File: config.mk
export PLATFORM = sky130hd
export DESIGN_NAME = dflow_replay_engine
export DESIGN_NICKNAME = d
export VERILOG_FILES = /design/src/rtl/dflow_pkg.sv /design/src/rtl/dflow_sync_fifo.sv /design/src/rtl/dflow_replay_engine.sv
export SDC_FILE = /design/constraint.sdc
export NUM_CORES = 2
export LEC_CHECK = 0
export BUFFER_PORTS_ARGS = -buffer_cell sky130_fd_sc_hd__buf_2
export CAP_MARGIN = 10
export CELL_PAD_IN_SITES_DETAIL_PLACEMENT = 0
export CELL_PAD_IN_SITES_GLOBAL_PLACEMENT = 2
export CORE_ASPECT_RATIO = 2
export CORE_MARGIN = 2
export CORE_UTILIZATION = 39
export DETAILED_ROUTE_END_ITERATION = 10
export PLACE_DENSITY_LB_ADDON = 0.1
export SKIP_LAST_GASP = 1
export SYNTH_ARGS = -nofsm -noshare
export SYNTH_HDL_FRONTEND = slang
export SYNTH_SLANG_ARGS = --single-unit
File: constraint.sdc
create_clock -name qdr_clk -period 15.2 [get_ports qdr_clk]
set_input_delay 2.28 -clock qdr_clk [delete_from_list [all_inputs] [get_ports qdr_clk]]
set_output_delay 2.28 -clock qdr_clk [all_outputs]
set_load 0.01 [all_outputs]
File: src/rtl/dflow_pkg.sv
// Shared types and sizing helpers for the dflow replay engine.
// State encoding, record field offsets and counter width functions.
package dflow_pkg;

    typedef enum logic [2:0] {
        ST_IDLE,
        ST_READ,
        ST_DRAIN,
        ST_DONE,
        ST_FLUSH
    } state_t;

    // Tuple always sits at the bottom of a stored record.
    localparam int TUPLE_LSB = 0;

    function automatic int len_lsb(input int tuple_width);
        return tuple_width;
    endfunction

    function automatic int len_msb(input int tuple_width, input int len_width);
        return tuple_width + len_width - 1;
    endfunction

    // Pointer width into a power-of-2 buffer.
    function automatic int ptr_width(input int depth);
        return (depth > 1) ? $clog2(depth) : 1;
    endfunction

    // Occupancy counters must represent 0..depth inclusive.
    function automatic int cnt_width(input int depth);
        return $clog2(depth) + 1;
    endfunction

endpackage

File: src/rtl/dflow_sync_fifo.sv
// First-word-fall-through return buffer with synchronous clear.
// Ports: clk, resetn, clr, wr_en/wr_data, rd_en/rd_data, empty, full, count.
module dflow_sync_fifo
    import dflow_pkg::*;
#(
    parameter int WIDTH = 120,
    parameter int DEPTH = 8,
    localparam int PW = ptr_width(DEPTH),
    localparam int CW = cnt_width(DEPTH)
) (
    input  logic             clk,
    input  logic             resetn,
    input  logic             clr,
    input  logic             wr_en,
    input  logic [WIDTH-1:0] wr_data,
    input  logic             rd_en,
    output logic [WIDTH-1:0] rd_data,
    output logic             empty,
    output logic             full,
    output logic [CW-1:0]    count
);

    logic [WIDTH-1:0] mem [DEPTH];
    logic [PW-1:0]    wr_ptr;
    logic [PW-1:0]    rd_ptr;
    logic             do_wr;
    logic             do_rd;

    assign empty   = (count == '0);
    assign full    = (count == CW'(DEPTH));
    assign do_wr   = wr_en && !full;
    assign do_rd   = rd_en && !empty;
    assign rd_data = mem[rd_ptr];

    always_ff @(posedge clk) begin
        if (do_wr) begin
            mem[wr_ptr] <= wr_data;
        end
    end

    always_ff @(posedge clk) begin
        if (!resetn || clr) begin
            wr_ptr <= '0;
            rd_ptr <= '0;
            count  <= '0;
        end else begin
            if (do_wr) begin
                wr_ptr <= wr_ptr + PW'(1);
            end
            if (do_rd) begin
                rd_ptr <= rd_ptr + PW'(1);
            end
            case ({do_wr, do_rd})
                2'b10:   count <= count + CW'(1);
                2'b01:   count <= count - CW'(1);
                default: ;
            endcase
        end
    end

    // Credit accounting upstream keeps writes away from a full buffer.
    wr_overflow: assert property (
        @(posedge clk) disable iff (!resetn) !(wr_en && full && !clr)
    );

endmodule

File: src/rtl/dflow_replay_engine.sv
// Replays a QDR address window of {pkt_len, tuple} records N times or forever.
// Ports: QDR read cmd/return, tuple valid/ready output, start/stop/sw_rst control, status.
module dflow_replay_engine
    import dflow_pkg::*;
#(
    parameter int TUPLE_WIDTH        = 104,
    parameter int LEN_WIDTH          = 16,
    parameter int MEM_ADDR_WIDTH     = 19,
    parameter int MEM_DATA_WIDTH     = 144,
    parameter int REPLAY_COUNT_WIDTH = 32,
    parameter int GAP_WIDTH          = 16,
    parameter int RET_DEPTH          = 8
) (
    input  logic                          qdr_clk,
    input  logic                          resetn,
    input  logic                          sw_rst,
    input  logic                          start_replay,
    input  logic                          stop_replay,
    input  logic [REPLAY_COUNT_WIDTH-1:0] replay_count,
    input  logic [GAP_WIDTH-1:0]          gap_cycles,
    input  logic [MEM_ADDR_WIDTH-1:0]     mem_addr_low,
    input  logic [MEM_ADDR_WIDTH-1:0]     mem_addr_high,
    input  logic                          init_calib_complete,
    output logic                          user_app_rd_cmd,
    output logic [MEM_ADDR_WIDTH-1:0]     user_app_rd_addr,
    input  logic [MEM_DATA_WIDTH-1:0]     user_app_rd_data,
    input  logic                          user_app_rd_valid,
    output logic [TUPLE_WIDTH-1:0]        fivetuple_data_out,
    output logic [LEN_WIDTH-1:0]          pkt_len_out,
    output logic                          tuple_out_vld,
    input  logic                          tuple_out_ready,
    output logic                          busy,
    output logic                          compelete_replay,
    output logic [31:0]                   tuples_sent
);

    localparam int WORD_WIDTH = TUPLE_WIDTH + LEN_WIDTH;
    localparam int CW         = cnt_width(RET_DEPTH);
    localparam int LEN_LSB    = len_lsb(TUPLE_WIDTH);
    localparam int LEN_MSB    = len_msb(TUPLE_WIDTH, LEN_WIDTH);
    localparam logic [CW:0] RET_LIMIT = (CW+1)'(RET_DEPTH);

    state_t                          state;
    logic                            start_q;
    logic                            stop_q;
    logic                            start_rise;
    logic                            stop_rise;
    logic                            launch;
    logic [REPLAY_COUNT_WIDTH-1:0]   cfg_count;
    logic [REPLAY_COUNT_WIDTH-1:0]   pass_cnt;
    logic [REPLAY_COUNT_WIDTH-1:0]   pass_next;
    logic [GAP_WIDTH-1:0]            cfg_gap;
    logic [GAP_WIDTH-1:0]            gap_cnt;
    logic [MEM_ADDR_WIDTH-1:0]       cfg_low;
    logic [MEM_ADDR_WIDTH-1:0]       cfg_high;
    logic [MEM_ADDR_WIDTH-1:0]       addr;
    logic [CW-1:0]                   inflight;
    logic [CW-1:0]                   fifo_count;
    logic [CW:0]                     pending;
    logic                            credit_ok;
    logic                            rd_cmd;
    logic                            ret_dec;
    logic                            flush;
    logic                            fifo_push;
    logic                            fifo_pop;
    logic                            fifo_empty;
    logic                            unused_fifo_full;
    logic [WORD_WIDTH-1:0]           fifo_rd_data;
    logic                            handshake;
    logic                            gap_ok;

    generate
        if (MEM_DATA_WIDTH > WORD_WIDTH) begin : g_unused_hi
            logic unused_hi;
            assign unused_hi = ^user_app_rd_data[MEM_DATA_WIDTH-1:WORD_WIDTH];
        end
    endgenerate

    assign start_rise = start_replay && !start_q;
    assign stop_rise  = stop_replay && !stop_q;
    assign launch     = start_rise && init_calib_complete && !sw_rst &&
                        (state == ST_IDLE || state == ST_DONE);
    assign pass_next  = pass_cnt + REPLAY_COUNT_WIDTH'(1);

    // Reads in flight plus buffered words may never exceed the buffer.
    assign pending    = {1'b0, inflight} + {1'b0, fifo_count};
    assign credit_ok  = pending < RET_LIMIT;
    assign rd_cmd     = (state == ST_READ) && credit_ok && !sw_rst;
    assign ret_dec    = user_app_rd_valid && (inflight != '0);

    assign flush      = sw_rst || (state == ST_FLUSH);
    assign fifo_push  = ret_dec && !flush;
    assign handshake  = tuple_out_vld && tuple_out_ready;
    // Loading at count 1 leaves exactly gap_cycles idle cycles.
    assign gap_ok     = gap_cnt <= GAP_WIDTH'(1);
    assign fifo_pop   = !fifo_empty && !flush &&
                        (tuple_out_vld ? (handshake && cfg_gap == '0) : gap_ok);

    assign user_app_rd_cmd  = rd_cmd;
    assign user_app_rd_addr = addr;
    assign busy             = (state != ST_IDLE) && (state != ST_DONE);
    assign compelete_replay = (state == ST_DONE);

    dflow_sync_fifo #(
        .WIDTH (WORD_WIDTH),
        .DEPTH (RET_DEPTH)
    ) u_ret_fifo (
        .clk     (qdr_clk),
        .resetn  (resetn),
        .clr     (flush),
        .wr_en   (fifo_push),
        .wr_data (user_app_rd_data[WORD_WIDTH-1:0]),
        .rd_en   (fifo_pop),
        .rd_data (fifo_rd_data),
        .empty   (fifo_empty),
        .full    (unused_fifo_full),
        .count   (fifo_count)
    );

    always_ff @(posedge qdr_clk) begin
        if (!resetn) begin
            state     <= ST_IDLE;
            start_q   <= 1'b0;
            stop_q    <= 1'b0;
            cfg_count <= '0;
            cfg_gap   <= '0;
            cfg_low   <= '0;
            cfg_high  <= '0;
            addr      <= '0;
            pass_cnt  <= '0;
        end else begin
            start_q <= start_replay;
            stop_q  <= stop_replay;
            if (sw_rst) begin
                state <= ST_FLUSH;
            end else begin
                case (state)
                    ST_IDLE, ST_DONE: begin
                        if (launch) begin
                            cfg_count <= replay_count;
                            cfg_gap   <= gap_cycles;
                            cfg_low   <= mem_addr_low;
                            cfg_high  <= mem_addr_high;
                            addr      <= mem_addr_low;
                            pass_cnt  <= '0;
                            state     <= (mem_addr_low > mem_addr_high) ?
                                         ST_DONE : ST_READ;
                        end
                    end
                    ST_READ: begin
                        if (rd_cmd) begin
                            if (addr == cfg_high) begin
                                pass_cnt <= pass_next;
                                if (cfg_count != '0 && pass_next == cfg_count) begin
                                    state <= ST_DRAIN;
                                end else begin
                                    addr <= cfg_low;
                                end
                            end else begin
                                addr <= addr + MEM_ADDR_WIDTH'(1);
                            end
                        end
                        if (stop_rise) begin
                            state <= ST_DRAIN;
                        end
                    end
                    ST_DRAIN: begin
                        if (inflight == '0 && fifo_empty && !tuple_out_vld) begin
                            state <= ST_DONE;
                        end
                    end
                    ST_FLUSH: begin
                        if (inflight == '0) begin
                            state <= ST_IDLE;
                        end
                    end
                    default: state <= ST_IDLE;
                endcase
            end
        end
    end

    // Only resetn clears this; a flush must wait for every return.
    always_ff @(posedge qdr_clk) begin
        if (!resetn) begin
            inflight <= '0;
        end else begin
            case ({rd_cmd, ret_dec})
                2'b10:   inflight <= inflight + CW'(1);
                2'b01:   inflight <= inflight - CW'(1);
                default: ;
            endcase
        end
    end

    always_ff @(posedge qdr_clk) begin
        if (!resetn) begin
            tuple_out_vld      <= 1'b0;
            fivetuple_data_out <= '0;
            pkt_len_out        <= '0;
            gap_cnt            <= '0;
            tuples_sent        <= '0;
        end else begin
            if (launch) begin
                tuples_sent <= '0;
            end else if (handshake) begin
                tuples_sent <= tuples_sent + 32'd1;
            end
            if (flush) begin
                tuple_out_vld      <= 1'b0;
                fivetuple_data_out <= '0;
                pkt_len_out        <= '0;
                gap_cnt            <= '0;
            end else begin
                if (fifo_pop) begin
                    tuple_out_vld      <= 1'b1;
                    fivetuple_data_out <= fifo_rd_data[TUPLE_WIDTH-1:TUPLE_LSB];
                    pkt_len_out        <= fifo_rd_data[LEN_MSB:LEN_LSB];
                end else if (handshake) begin
                    tuple_out_vld <= 1'b0;
                end
                if (handshake) begin
                    gap_cnt <= cfg_gap;
                end else if (gap_cnt != '0) begin
                    gap_cnt <= gap_cnt - GAP_WIDTH'(1);
                end
            end
        end
    end

endmodule
==> metrics <==
initial antenna violation count=37; most frequent cells in the layout=edfxtp_1 (960), buf_2 (388), dfxtp_1 (322); WS Path Type=in2out; crit path from=sw_rst; clock sink count=1285; vias in the first global route=31.4k; Tot GR Track Use=0.211; synthesized area=51400 sq um; Req. time, crit path=12.92 ns; final worst path period need=5.22 ns; CP peak stage delay=0.28 ns; final global-route overflow total=0; CP Launch Type=input pin; skew final=0.0517 ns; period utilisation layout=0.343; final worst setup slack=9.98 ns; Critical Path, Cell by Cell=buf_2, nor2_1, buf_2; Critical R2R Launch=pass_cnt[16]; Synth Net Count=around 3.6k; Post-Synthesis Mean Instance Area=15.4 sq um; total number of yosys warnings=0; Horiz. Die Dim=261 um; drt wl/cell=25.7 um; Starting Density=0.393; commonest non-fill, non-tap cell in the layout=edfxtp_1; IO Port Bufs=388; first-pass GRT wire length=209000 um; maximum root-to-sink buffer count=3; Num CTS Buffers=115; cts repair resizes=0; DR vias/cell=5.42; Post-Syn Instances=3335; hold_buf cts=0; clock slew at reported path FFs=0.07 ns; final core utilization=0.452; Seq cells post-synth=around 1.3k; Final Max Slew Viols=0; HP Class=reg2reg; Worst Setup EP=user_app_rd_cmd; Lkg Pwr=0.0193 uW; max_cap viols=0; DP Worst Slack=9.17 ns; Worst Path Max Fanout=8; fin nets=between 3k and 4k; FF-to-FF setup slack=10.29 ns; status=completed; worst r2r path cells=9; CTS tree=done; H-tree depth=3; Rows=188; RSZ-0062 raised after global routing=no; most frequent cell on the critical path=buf_2; r2r endpoint=user_app_rd_addr[16]; HPWL Detailed=a little under 90000 um; fillcell total=11.6k; setup TNS=0 ns; gp weighted congestion=~0.87; Area Growth Syn to Fin=15.2%; worst path arrival time=2.94 ns; Pre-antenna DRT Iters=7; Clock Root Buffer=clkbuf_16; Final ANT Viol Nets=0; Die Height=518 um; Slew headroom=0.208; Core Footprint=131000 sq um; IO Count=around 410; Final Setup Violations=0; # Post-CTS Setup Buffers=0; pin count of the biggest net entering global routing=186; drt drc=0; Post-synth EDFFs=960; DRT iter0 DRCs=1783; total number of vias=29.9k; layout cell share with drive strength beyond 1=0.244; Seq/Total Area, Yosys=0.687; ys async rst share=0; Reg area=35300 sq um; final hold violation count=0; pwr dens=roughly 130 nW/um^2; Crit. End Element=primary output; Synth Flop Type=edfxtp_1; Post-Route WL=142000 um; worst skew pair latency=0.75 ns; die footprint=135000 sq um; area occupied by multi-input gates=~15000 sq um; Distinct cells, synth=78; Worst Tran Pin Value=1.18 ns; VDD IR max=0.000112 V; critical path's slowest cell=nor2_1; Fmax=0.192 GHz
-- sequential cells by signal (all words and copies together) (netlist names) --
name	cells
u_ret_fifo.wr_ptr	3
pass_cnt	32
inflight	4
tuple_out_vld	1
fivetuple_data_out	104
user_app_rd_addr	19
u_ret_fifo.rd_ptr	3
gap_cnt	16
pkt_len_out	16
start_q	1
cfg_count	32
tuples_sent	32
state	3
cfg_high	19
cfg_gap	16
u_ret_fifo.mem	960
stop_q	1
u_ret_fifo.count	4
cfg_low	19
-- worst min path at each step --
stage | from | endpoint | slack, ns | depth (start not counted)
after floorplan | cfg_low[10] | cfg_low[10] | 0.44 | 2
after global placement | cfg_low[14] | cfg_low[14] | 0.44 | 2
after detailed placement | cfg_low[14] | cfg_low[14] | 0.45 | 2
after CTS | cfg_low[14] | cfg_low[14] | 0.46 | 2
after global routing | cfg_low[6] | cfg_low[6] | 0.48 | 2
final | cfg_low[14] | cfg_low[14] | 0.46 | 2
-- power breakdown --
part           internal, uW  switching, uW  total, uW  leakage [uW]
Combinational           199            375        574       0.00617
Clock                  1700           1350       3060       0.00189
Sequential             3800           40.1       3840        0.0113
-- final cells by class --
cell class / count / share of cell area
Inverter: 38 / 0.00243
Tap cell: 1710 / 0.0361
Timing Repair Buffer: 445 / 0.0410
Sequential cell: 1285 / 0.596
Multi-Input combinational cell: 1811 / 0.257
Antenna cell: 9 / 0.000380
Clock inverter: 78 / 0.0157
Clock buffer: 140 / 0.0515
-- cells in the mapped netlist (9+ instances only) --
| master | instances | area [sq um] |
|---|---|---|
| xor2_1 | 63 | 552 |
| dfxtp_1 | 325 | 6510 |
| nand3_1 | 44 | 220 |
| edfxtp_1 | 960 | 28800 |
| mux4_2 | 240 | 5410 |
| a21oi_1 | 154 | 771 |
| buf_2 | 32 | 160 |
| mux2i_1 | 129 | 1290 |
| buf_1 | 27 | 101 |
| ha_1 | 36 | 450 |
| nor2b_1 | 11 | 68.8 |
| nor2_1 | 266 | 998 |
| inv_1 | 37 | 139 |
| nor3_1 | 45 | 225 |
| nand4_1 | 26 | 163 |
| a31oi_1 | 15 | 93.8 |
| or3_1 | 24 | 150 |
| nand2_1 | 289 | 1080 |
| o211ai_1 | 13 | 97.6 |
| a211oi_1 | 134 | 1010 |
| o21a_1 | 9 | 67.6 |
| o21ai_0 | 47 | 235 |
| o311ai_0 | 10 | 87.6 |
| and2_1 | 12 | 75.1 |
| and3_1 | 23 | 144 |
| nand2b_1 | 10 | 62.6 |
| nor4_1 | 28 | 175 |
| clkbuf_1 | 135 | 507 |
| xnor2_1 | 59 | 517 |
-- metal layers --
layer	vias to the layer above	wire length (um)	GRT usage
met4	50	4880	0.0808
met3	247	8450	0.0467
li1	13578	-	-
met1	15327	53300	0.239
met5	-	324	0
met2	708	74900	0.383
-- worst max-delay path: cells and delay by family --
kind,cells,cell delay [ns]
buffers and inverters,2,0.37
AND/OR/NAND/NOR,1,0.28
-- kinds of logic (layout without fill, tap and decap cells) --
kind of cell / count (synthesis) / count (layout) / share of synthesized area
compound gates: 438 / 438 / 0.0549
xor+xnor: 123 / 123 / 0.0211
fa+ha+maj: 38 / 38 / 0.00953
buf+inv: 239 / 701 / 0.0189
flops: 1285 / 1285 / 0.687
mux: 370 / 370 / 0.130
other cells: 0 / 9 / 0
simple gates: 842 / 842 / 0.0783
-- stage by stage --
stage / total power (uW) / area (sq um) / hold slack, ns / std cells
floorplan: 4270 / 51400 / 0.436 / 3335
global placement: 4490 / 55300 / 0.442 / 5289
detailed placement: 4500 / 55300 / 0.449 / 5289
CTS: 7580 / 59300 / 0.458 / 5507
global route: 7750 / 59300 / 0.477 / 5509
finish: 7480 / 59300 / 0.456 / 5516
No activity file was read; power rests on OpenSTA's default activity.
